$ cat config.mk
export PLATFORM = sky130hd
export DESIGN_NAME = tx_phy_ser_flat
export DESIGN_NICKNAME = d
export VERILOG_FILES = /design/src/rtl/tx_phy_ser_if.sv /design/src/rtl/tx_phy_ser.sv /design/src/flat_wrapper.sv
export SDC_FILE = /design/constraint.sdc
export NUM_CORES = 1
export LEC_CHECK = 0
export ABC_CLOCK_PERIOD_IN_PS = 2500
export CORE_UTILIZATION = 33
export CTS_BUF_LIST = sky130_fd_sc_hd__clkbuf_4 sky130_fd_sc_hd__clkbuf_8 sky130_fd_sc_hd__clkbuf_16
export DETAILED_ROUTE_END_ITERATION = 7
export MAX_ROUTING_LAYER = met4
export PLACE_DENSITY_LB_ADDON = 0.25
export SETUP_SLACK_MARGIN = 0.3
export SLEW_MARGIN = 20
export SYNTH_ARGS = -nofsm -noshare
export SYNTH_HDL_FRONTEND = slang
export SYNTH_SLANG_ARGS = --single-unit
$ cat constraint.sdc
create_clock -name clk -period 2.5 [get_ports clk]
set_input_delay 0.625 -clock clk [delete_from_list [all_inputs] [get_ports clk]]
set_output_delay 0.625 -clock clk [all_outputs]
set_load 0.01 [all_outputs]
$ cat src/rtl/tx_phy_ser_if.sv
// Handshake bundle between the TX controller / TX FIFO and the serializer.
//   tx_phy_start/tx_phy_sel : grant pulse and one-hot PHY select from the controller
//   tx_phy_done/task_id_vld : end-of-packet pulses back to the controller
//   fifo_empty/fifo_dout    : TX FIFO status and read data (dout valid 1 cycle after fifo_rd)
//   fifo_rd                 : FIFO pop strobe
// master = controller/FIFO side, slave = serializer.
interface tx_phy_ser_if #(
  parameter int PHY_NUM = 32
);
  logic               tx_phy_start;
  logic [PHY_NUM-1:0] tx_phy_sel;
  logic               tx_phy_done;
  logic               task_id_vld;
  logic               fifo_empty;
  logic [31:0]        fifo_dout;
  logic               fifo_rd;

  modport master (
    output tx_phy_start, tx_phy_sel, fifo_empty, fifo_dout,
    input  tx_phy_done, task_id_vld, fifo_rd
  );

  modport slave (
    input  tx_phy_start, tx_phy_sel, fifo_empty, fifo_dout,
    output tx_phy_done, task_id_vld, fifo_rd
  );
endinterface

$ cat src/rtl/tx_phy_ser.sv
// Transmit serializer: on a controller grant, pops reg_task_words 32-bit words
// from the TX FIFO and shifts them MSB first onto the selected PHY line pairs
// using return-to-high signalling (a '1' pulls tx_p low, a '0' pulls tx_n low
// for the first half of each bit; both lines high for the second half).
// Ports:
//   clk, rst          : clock, async active-low reset
//   reg_flush         : synchronous abort back to IDLE (no done pulse)
//   reg_half_bit      : half-bit period in clk cycles (0 -> 1)
//   reg_task_words    : words per packet (0 -> 1)
//   bus               : controller/FIFO handshake (slave side)
//   tx_p, tx_n        : registered line pairs, idle high
//   busy              : not in IDLE

// Per-PHY line driver. Registered so the line pattern lags the FSM by one cycle.
module tx_phy_lane (
  input  logic clk,
  input  logic rst,
  input  logic flush_i,
  input  logic sel_i,
  input  logic drv_i,
  input  logic bit_i,
  output logic tx_p_o,
  output logic tx_n_o
);
  logic tx_p_q, tx_n_q;

  always_ff @(posedge clk or negedge rst) begin
    if (!rst) begin
      tx_p_q <= 1'b1;
      tx_n_q <= 1'b1;
    end else if (flush_i) begin
      tx_p_q <= 1'b1;
      tx_n_q <= 1'b1;
    end else begin
      // only one of the pair can go low since bit_i selects exactly one
      tx_p_q <= ~(sel_i & drv_i & bit_i);
      tx_n_q <= ~(sel_i & drv_i & ~bit_i);
    end
  end

  assign tx_p_o = tx_p_q;
  assign tx_n_o = tx_n_q;
endmodule

module tx_phy_ser #(
  parameter int PHY_NUM = 32,
  parameter int HB_W    = 16
) (
  input  logic               clk,
  input  logic               rst,
  input  logic               reg_flush,
  input  logic [HB_W-1:0]    reg_half_bit,
  input  logic [7:0]         reg_task_words,
  tx_phy_ser_if.slave        bus,
  output logic [PHY_NUM-1:0] tx_p,
  output logic [PHY_NUM-1:0] tx_n,
  output logic               busy
);
  typedef enum logic [2:0] {S_IDLE, S_LOAD, S_WAIT, S_SHIFT, S_DONE} state_e;

  state_e             state_q, state_d;
  logic [PHY_NUM-1:0] sel_q, sel_d;
  logic [7:0]         word_cnt_q, word_cnt_d;
  logic [4:0]         bit_cnt_q, bit_cnt_d;
  logic [HB_W:0]      half_cnt_q, half_cnt_d;
  logic [31:0]        sh_q, sh_d;
  logic               fifo_rd;

  // effective half-bit length and last cycle index of a bit (2*H - 1);
  // one extra bit of width holds 2*H without overflow
  logic [HB_W:0] half_len, bit_end;
  logic [7:0]    last_word;
  logic          low_phase;

  assign half_len  = (reg_half_bit == '0) ? {{HB_W{1'b0}}, 1'b1} : {1'b0, reg_half_bit};
  assign bit_end   = {half_len[HB_W-1:0], 1'b0} - {{HB_W{1'b0}}, 1'b1};
  assign last_word = (reg_task_words == 8'd0) ? 8'd0 : reg_task_words - 8'd1;
  assign low_phase = (state_q == S_SHIFT) && (half_cnt_q < half_len);

  always_ff @(posedge clk or negedge rst) begin
    if (!rst) begin
      state_q    <= S_IDLE;
      sel_q      <= '0;
      word_cnt_q <= '0;
      bit_cnt_q  <= '0;
      half_cnt_q <= '0;
      sh_q       <= '0;
    end else begin
      state_q    <= state_d;
      sel_q      <= sel_d;
      word_cnt_q <= word_cnt_d;
      bit_cnt_q  <= bit_cnt_d;
      half_cnt_q <= half_cnt_d;
      sh_q       <= sh_d;
    end
  end

  always_comb begin
    state_d    = state_q;
    sel_d      = sel_q;
    word_cnt_d = word_cnt_q;
    bit_cnt_d  = bit_cnt_q;
    half_cnt_d = half_cnt_q;
    sh_d       = sh_q;
    fifo_rd    = 1'b0;

    unique case (state_q)
      S_IDLE: begin
        if (bus.tx_phy_start) begin
          sel_d      = bus.tx_phy_sel;
          word_cnt_d = '0;
          state_d    = S_LOAD;
        end
      end
      S_LOAD: begin
        // stall here indefinitely while the FIFO is empty
        if (!bus.fifo_empty) begin
          fifo_rd = 1'b1;
          state_d = S_WAIT;
        end
      end
      S_WAIT: begin
        sh_d       = bus.fifo_dout;
        bit_cnt_d  = '0;
        half_cnt_d = '0;
        state_d    = S_SHIFT;
      end
      S_SHIFT: begin
        if (half_cnt_q == bit_end) begin
          half_cnt_d = '0;
          sh_d       = {sh_q[30:0], 1'b0};
          if (bit_cnt_q == 5'd31) begin
            if (word_cnt_q == last_word) begin
              state_d = S_DONE;
            end else begin
              word_cnt_d = word_cnt_q + 8'd1;
              state_d    = S_LOAD;
            end
          end else begin
            bit_cnt_d = bit_cnt_q + 5'd1;
          end
        end else begin
          half_cnt_d = half_cnt_q + {{HB_W{1'b0}}, 1'b1};
        end
      end
      S_DONE: begin
        state_d = S_IDLE;
      end
      default: state_d = S_IDLE;
    endcase

    if (reg_flush) begin
      state_d    = S_IDLE;
      word_cnt_d = '0;
      bit_cnt_d  = '0;
      half_cnt_d = '0;
      fifo_rd    = 1'b0;
    end
  end

  assign bus.fifo_rd     = fifo_rd;
  assign bus.tx_phy_done = (state_q == S_DONE);
  assign bus.task_id_vld = (state_q == S_DONE);
  assign busy            = (state_q != S_IDLE);

  for (genvar i = 0; i < PHY_NUM; i++) begin : g_lane
    tx_phy_lane u_lane (
      .clk    (clk),
      .rst    (rst),
      .flush_i(reg_flush),
      .sel_i  (sel_q[i]),
      .drv_i  (low_phase),
      .bit_i  (sh_q[31]),
      .tx_p_o (tx_p[i]),
      .tx_n_o (tx_n[i])
    );
  end
endmodule

$ cat src/flat_wrapper.sv
// flat-port wrapper written by rule: the top's interface ports become plain ports
module tx_phy_ser_flat 
#(
  parameter int PHY_NUM = 32,
  parameter int HB_W    = 16
)
  (clk, rst, reg_flush, reg_half_bit, reg_task_words, tx_p, tx_n, busy, bus_tx_phy_start, bus_tx_phy_sel, bus_fifo_empty, bus_fifo_dout, bus_tx_phy_done, bus_task_id_vld, bus_fifo_rd);
  tx_phy_ser_if #(.PHY_NUM(PHY_NUM)) bus_i ();
  input  logic clk;
  input  logic rst;
  input  logic reg_flush;
  input  logic [HB_W-1:0] reg_half_bit;
  input  logic [7:0] reg_task_words;
  output logic [PHY_NUM-1:0] tx_p;
  output logic [PHY_NUM-1:0] tx_n;
  output logic busy;
  input wire logic [$bits(bus_i.tx_phy_start)-1:0] bus_tx_phy_start;
  input wire logic [$bits(bus_i.tx_phy_sel)-1:0] bus_tx_phy_sel;
  input wire logic [$bits(bus_i.fifo_empty)-1:0] bus_fifo_empty;
  input wire logic [$bits(bus_i.fifo_dout)-1:0] bus_fifo_dout;
  output wire logic [$bits(bus_i.tx_phy_done)-1:0] bus_tx_phy_done;
  output wire logic [$bits(bus_i.task_id_vld)-1:0] bus_task_id_vld;
  output wire logic [$bits(bus_i.fifo_rd)-1:0] bus_fifo_rd;
  assign bus_i.tx_phy_start = bus_tx_phy_start;
  assign bus_i.tx_phy_sel = bus_tx_phy_sel;
  assign bus_i.fifo_empty = bus_fifo_empty;
  assign bus_i.fifo_dout = bus_fifo_dout;
  assign bus_tx_phy_done = bus_i.tx_phy_done;
  assign bus_task_id_vld = bus_i.task_id_vld;
  assign bus_fifo_rd = bus_i.fifo_rd;
  tx_phy_ser #(.PHY_NUM(PHY_NUM), .HB_W(HB_W)) u_core (.clk(clk), .rst(rst), .reg_flush(reg_flush), .reg_half_bit(reg_half_bit), .reg_task_words(reg_task_words), .bus(bus_i), .tx_p(tx_p), .tx_n(tx_n), .busy(busy));
endmodule
# ---- After elaboration in Yosys (flattened, before gate mapping)
# Index checks and enable logic that the tools add are counted.
dict set report word_totals {
  elab_cells 355
  register_bits 161
  out_inout_bits 68
  input_bits 93
}
dict set report op_classes {
  reduce_logical 13
  mux 91
  addsub 5
  bitwise 161
  n_lt_le_gt_ge 1
  eq_ne 14
}
# op count
set ops {}
lappend ops {{$and A1 B1 Y1} 96}
lappend ops {{$mux W1} 67}
lappend ops {{$not A1 Y1} 65}
lappend ops {{$pmux W32 S2} 1}
lappend ops {{$mux W8} 6}
lappend ops {{$mux W17} 2}
lappend ops {{$pmux W17 S2} 1}
lappend ops {{$mux W32} 1}
lappend ops {{$mux W3} 6}
lappend ops {{$ne A3 B3 Y1 const B} 6}
lappend ops {{$add A17 B1 Y17 const B} 1}
lappend ops {{$eq A17 B17 Y1} 1}
lappend ops {{$lt A17 B17 Y1} 1}
lappend ops {{$sub A17 B1 Y17 const B} 1}
lappend ops {{$logic_not A16 Y1} 1}
lappend ops {{$mux W16} 1}
lappend ops {{$pmux W8 S2} 1}
lappend ops {{$mux W5} 3}
lappend ops {{$pmux W3 S4} 1}
lappend ops {{$pmux W5 S2} 1}
lappend ops {{$reduce_bool A3 Y1} 3}
lappend ops {{$add A8 B1 Y8 const B} 1}
lappend ops {{$eq A8 B8 Y1} 1}
lappend ops {{$logic_not A8 Y1} 1}
lappend ops {{other kinds (14)} 16}

# ---- Longest topological paths before layout
dict set report logic_depth {
  ltp_word 8
  depth_mapped 16
  depth_no_buf 12
}

# ---- Hierarchy
# Synthesis repeated with hierarchy kept, for this count alone.
dict set report unflattened {
  hier_cells 690
  hier_area_um2 8348.0
}
# mod seq_area_each_um2 instances cells_per_inst area_each_um2
set by_module_without_submodules {}
lappend by_module_without_submodules {tx_phy_ser 2427.3 1 562 6025.8}
lappend by_module_without_submodules {tx_phy_lane 52.6 32 4 72.6}

# ---- Least setup slack after synthesis
# OpenSTA, ideal clock, no wires.
dict set report synth_path {
  path_type {input port to flip-flop}
  from {input reg_half_bit[11]}
  to {register u_core.word_cnt_q[7]}
  path_buffers 3
  arrival_ps 3748
  setup_ps 81
  required_ps 2419
  cell_stages 15
  setup_slack_ps -1330
  path_cell_list {buf_2 or4_4 buf_6 nor2_4 a21oi_1 ha_1 o21ba_2 a221o_1 a211oi_1 nand4b_1 nor4_2 and4_1 buf_1 a41oi_1 a31oi_2}
}
dict set report synth_via {
  elab_chain_len 6
}
# element line
set synth_rtl {}
lappend synth_rtl {{start, declared} flat_wrapper.sv:12} ;# input logic [HB_W-1:0] reg_half_bit;
lappend synth_rtl {{$logic_not A16 Y1} tx_phy_ser.sv:75} ;# assign half_len = (reg_half_bit == '0) ? {{HB_W{1'b0}}, 1'b1} : {1'b0, reg_half_bit};
lappend synth_rtl {{$mux W16 *} tx_phy_ser.sv:75}
lappend synth_rtl {{$sub A17 B1 Y17 *} tx_phy_ser.sv:76} ;# assign bit_end = {half_len[HB_W-1:0], 1'b0} - {{HB_W{1'b0}}, 1'b1};
lappend synth_rtl {{$eq A17 B17 Y1 *} tx_phy_ser.sv:129} ;# if (half_cnt_q == bit_end) begin
lappend synth_rtl {{$ne A3 B3 Y1 (no source line) *} -}
lappend synth_rtl {{$reduce_and A5 Y1 (no source line) *} -}
lappend synth_rtl {{end signal, assigned} tx_phy_ser.sv:91} ;# word_cnt_q <= word_cnt_d;
lappend synth_rtl {{end, declared} tx_phy_ser.sv:63} ;# logic [7:0] word_cnt_q, word_cnt_d;
# Mark *: on every way between the ends. The rest lies on a longest branch, timed or not.
# A chain may end at the register's enable or synchronous reset.

# ---- Worst setup path after layout
dict set report layout_path {
  from {input reg_half_bit[9]}
  to {register u_core.sh_q[12]}
}
dict set report layout_via {
  elab_chain_len 6
}
# element line
set layout_rtl {}
lappend layout_rtl {{$logic_not A16 Y1} tx_phy_ser.sv:75}
lappend layout_rtl {{$mux W16 *} tx_phy_ser.sv:75}
lappend layout_rtl {{$sub A17 B1 Y17 *} tx_phy_ser.sv:76}
lappend layout_rtl {{$eq A17 B17 Y1 *} tx_phy_ser.sv:129}
lappend layout_rtl {{$ne A2 B2 Y1 (no source line) *} -}
lappend layout_rtl {{$reduce_and A2 Y1 (no source line) *} -}
lappend layout_rtl {{end signal, assigned} tx_phy_ser.sv:87} ;# sh_q <= '0;
lappend layout_rtl {{end signal, assigned} tx_phy_ser.sv:94} ;# sh_q <= sh_d;
lappend layout_rtl {{end, declared} tx_phy_ser.sv:66} ;# logic [31:0] sh_q, sh_d;
# Marked as above.

==> tab_implementation.tex <==
\begin{tabular}{lr}
\hline
Metric & Value \\
\hline
\multicolumn{2}{l}{\textbf{Logic synthesis}} \\
Average footprint of a synthesized cell & 10.5 sq um \\
Synthesized-area fraction occupied by ao, oa, aoi and oai cells & 11.4\% \\
Register bit total from synthesis & 161 \\
Share of synthesized cell area in full adder, half adder and majority cells & 2.91\% \\
Most used DFF post-synth & dfrtp\_1 \\
Sequential-to-total area share from yosys stat & 45.4\% \\
Multiplexer share of the synthesized area & 7.75\% \\
Dominant combinational cell family by area after synthesis & simple AND/OR/NAND/NOR gates \\
Ys async rst share & 100\% \\
Count of warnings emitted by yosys & 0 \\
Xor and xnor fraction of the mapped netlist area & 2.91\% \\
Syn Std Cell Area & 9040 sq um \\
Number of enable flip-flop cells after synthesis & 0 \\
Synthesized Nets & 975 \\
Gate count after technology mapping & 861 \\
Area share of and/or/nand/nor cells after synthesis & 20.1\% \\
Number of distinct library cells after synthesis & 74 \\
\multicolumn{2}{l}{\textbf{Pwr}} \\
PwrDens & 668 nW/um\^{}2 \\
Design Power & 8.72 mW \\
Max VDD drop & 0.000353 V \\
Leakage dissipation & 5.53 nW \\
\multicolumn{2}{l}{\textbf{Critical path}} \\
Count of cells along the worst register-to-register path & 10 \\
CP Cell Sequence & buf\_6, or4\_4, nor3\_4, a21oi\_2, ha\_2, nor2b\_4, nand4\_1, mux2i\_2, o211ai\_1, nor4\_4, nand2\_4, buf\_12, buf\_16, mux2i\_1, a221o\_1 \\
Data arrival time at the worst-slack endpoint & 3.62 ns \\
Launch instance of the worst register-to-register path & u\_core.half\_cnt\_q[8]\$\_DFFE\_PN0P\_ \\
Critical path capture point & u\_core.sh\_q[12]\$\_DFFE\_PN0P\_ \\
Element type at the critical path end & register \\
Launching instance or port of the critical path & reg\_half\_bit[9] \\
Data required, critical path & 2.81 ns \\
Category of the most critical setup path & input port to register \\
Kind of start point of the critical path & input port \\
Delay of the slowest cell on the worst path & 0.54 ns \\
Top fanout value on the critical path & 5 \\
Internal reg-to-reg setup slack & -0.38 ns \\
Critical-path top delay cell & or4\_4 \\
R2r endpoint & u\_core.sh\_q[12]\$\_DFFE\_PN0P\_ \\
\multicolumn{2}{l}{\textbf{Clocking}} \\
Clock buffer depth & 2 \\
H-tree levels & 4 \\
Clock tree sinks & 161 \\
Clock-pin transition on the worst setup and hold timing paths & 0.08 ns \\
CTS tree & yes \\
Later-pin clock latency in the skew report & 0.43 ns \\
CTS root buf & clkbuf\_16 \\
Hold Buf Count CTS & 0 \\
CTS Buf Count & 17 \\
\multicolumn{2}{l}{\textbf{Placed design}} \\
Final weighted congestion in routability-driven placement & 0.863 \\
Setup slack at placement & -1.59 ns \\
Total of buffers placed on input and output ports & 160 \\
Post-DP HPWL & 16700 microns \\
\multicolumn{2}{l}{\textbf{Final layout}} \\
Multi-input combinational cell area & 4390 sq um \\
Fraction of final layout cells with drive strength greater than 1 & 35.9\% \\
Core occupancy in the finished layout & 48.5\% \\
Fill count & 2496 \\
Commonest non-fill, non-tap cell in the layout & clkdlybuf4s50\_1 \\
Synthesis-to-layout area growth & 44.5\% \\
Register Area & 4110 sq um \\
Commonest non-fill, non-tap cells in the layout & clkdlybuf4s50\_1, buf\_4, dfrtp\_1 \\
Fin nets & 1203 \\
\multicolumn{2}{l}{\textbf{STA}} \\
Worst setup slack after layout & -0.804 ns \\
Final Hold Viols & 0 \\
Peak clock frequency supported by timing & 303 MHz \\
Number of setup violations in the final report & 129 \\
Transition time at the pin with the least slew margin & 0.594 ns \\
Final slew viol count & 0 \\
Final clock skew & 0.0109 ns \\
Final critical-path share of the clock period & 132\% \\
Setup repair after global routing missed its margin & yes \\
Max-slew headroom at the worst pin & 60.3\% \\
Clock period minus worst slack & 3.30 ns \\
\multicolumn{2}{l}{\textbf{Run}} \\
Max-cap violations & 0 \\
\multicolumn{2}{l}{\textbf{Drt}} \\
Antenna Nets Post-Route & 0 \\
Routed wire per std cell & 17.4 microns \\
Detailed-route vias per instance & 5.18 \\
Via count of the routed design & 7478 \\
Router iterations before antenna repair & 5 \\
Total routed wirelength & 25100 microns \\
Starting DRC count in detailed routing & 458 \\
DRC errors left & 0 \\
\multicolumn{2}{l}{\textbf{Run status}} \\
Run status & finished, violations left \\
Violated checks & negative setup slack \\
\multicolumn{2}{l}{\textbf{Floorplanning}} \\
Io pins & 161 \\
Die extent in x & 168 microns \\
Core footprint & 27000 sq um \\
Area of the die & 28100 sq um \\
Die boundary height & 168 microns \\
Starting utilization of the core area & 33.6\% \\
Total number of placement rows & 60 \\
\multicolumn{2}{l}{\textbf{GRT}} \\
GR Overflow Total & 0 \\
Met3 Resource Use GR & 3.03\% \\
Wire length of the first global-routing pass & 40400 microns \\
Antenna violations before repair & 2 \\
Maximum number of pins on one net before global-route repair & 65 \\
Fraction of met1 tracks used by global routing & 23.8\% \\
Vias in the first global route & 7555 \\
Layer carrying the most global-route usage & met2 \\
Global routing usage summed across all routing layers & 18.8\% \\
GRT met2 Usage & 31.1\% \\
\multicolumn{2}{l}{\textbf{Hold path}} \\
Min-Delay Path Class & input port to async pin \\
\hline
\end{tabular}
[Yosys cell counts, types with 25 or more instances]
library cell | n | area, sq um
buf_4 | 66 | 495
nor2_1 | 25 | 93.8
mux2i_1 | 34 | 340
dfstp_2 | 64 | 1680
mux2_2 | 32 | 360
a221o_1 | 32 | 320
nand4_1 | 46 | 288
nand3_1 | 54 | 270
nand4b_1 | 34 | 298
nand2_1 | 60 | 225
dfrtp_1 | 97 | 2430
inv_1 | 26 | 97.6
clkbuf_1 | 47 | 176
[area by class of cell]
| type | count | area share (%) |
|---|---|---|
| multi-input combinational | 548 | 33.6 |
| timing repair buffer | 335 | 26.4 |
| sequential | 161 | 31.5 |
| clock buffer | 17 | 3.26 |
| clock inverter | 15 | 1.23 |
| inverter | 26 | 0.747 |
| antenna | 2 | 0.0383 |
| tap | 341 | 3.27 |
[routing by layer]
metal	vias to the layer above	wire, microns
met5	-	0
met4	0	382
met3	23	972
met2	196	12300
met1	3659	11500
li1	3600	-
[where the power goes]
group          switching (mW)  internal (mW)
Combinational            1.19           1.36
Clock                    1.26           1.35
Sequential              0.400           3.16
Total                    2.85           5.87
[metrics by stage]
| stage | cell area, sq um | std cells | TNS, ns | hold WS, ns |
|---|---|---|---|---|
| after floorplan | 9150 | 861 | -83.07 | 0.329 |
| after global placement | 11500 | 1363 | -137.62 | 0.447 |
| after detailed placement | 11500 | 1363 | -142.35 | 0.452 |
| after CTS | 12900 | 1436 | -51.66 | 0.0727 |
| after global routing | 13100 | 1445 | -75.42 | 0.0837 |
| final | 13100 | 1445 | -60.88 | 0.0738 |
[cell families after synthesis]
family | Yosys count
AOI/OAI and AO/OA | 129
xor gates and xnor gates | 30
adders and majority gates | 21
buffers and inverters | 152
DFF | 161
muxes | 66
and+or+nand+nor | 302
[worst max-delay path, delay by kind of cell]
kind            cells  cell delay [ns]
compound gates      3             0.50
fa+ha+maj           1             0.22
buf+inv             3             0.39
mux                 2             0.40
simple gates        6             1.46
[worst min-delay path by stage]
stage               cells past startpoint                          from                                        end
floorplan                               0                           rst            u_core.bit_cnt_q[0]$_DFFE_PN0P_
global placement                        1  u_core.sel_q[24]$_DFFE_PN0P_  u_core.g_lane[24].u_lane.tx_p_o$_DFF_PN1_
detailed placement                      1  u_core.sel_q[29]$_DFFE_PN0P_  u_core.g_lane[29].u_lane.tx_p_o$_DFF_PN1_
CTS                                     1                           rst               u_core.sel_q[10]$_DFFE_PN0P_
global route                            1                           rst               u_core.sel_q[10]$_DFFE_PN0P_
finish                                  1                           rst               u_core.sel_q[10]$_DFFE_PN0P_
[flip-flops by register name, summed over array words and instances, names as in the netlist]
signal	flops
u_core.state_q	3
u_core.bit_cnt_q	5
u_core.word_cnt_q	8
u_core.half_cnt_q	17
u_core.g_lane.u_lane.tx_p_o	32
u_core.sel_q	32
u_core.g_lane.u_lane.tx_n_o	32
u_core.sh_q	32
[timing repair]
action,in CTS,in global routing
pin swaps,41,15
setup buffers,30,6
endpoints found under the hold margin,0,0
endpoints found under the setup margin,133,130
gates cloned,11,1
resized for setup,131,26
Note: power is estimated with default switching activity, not from simulation.
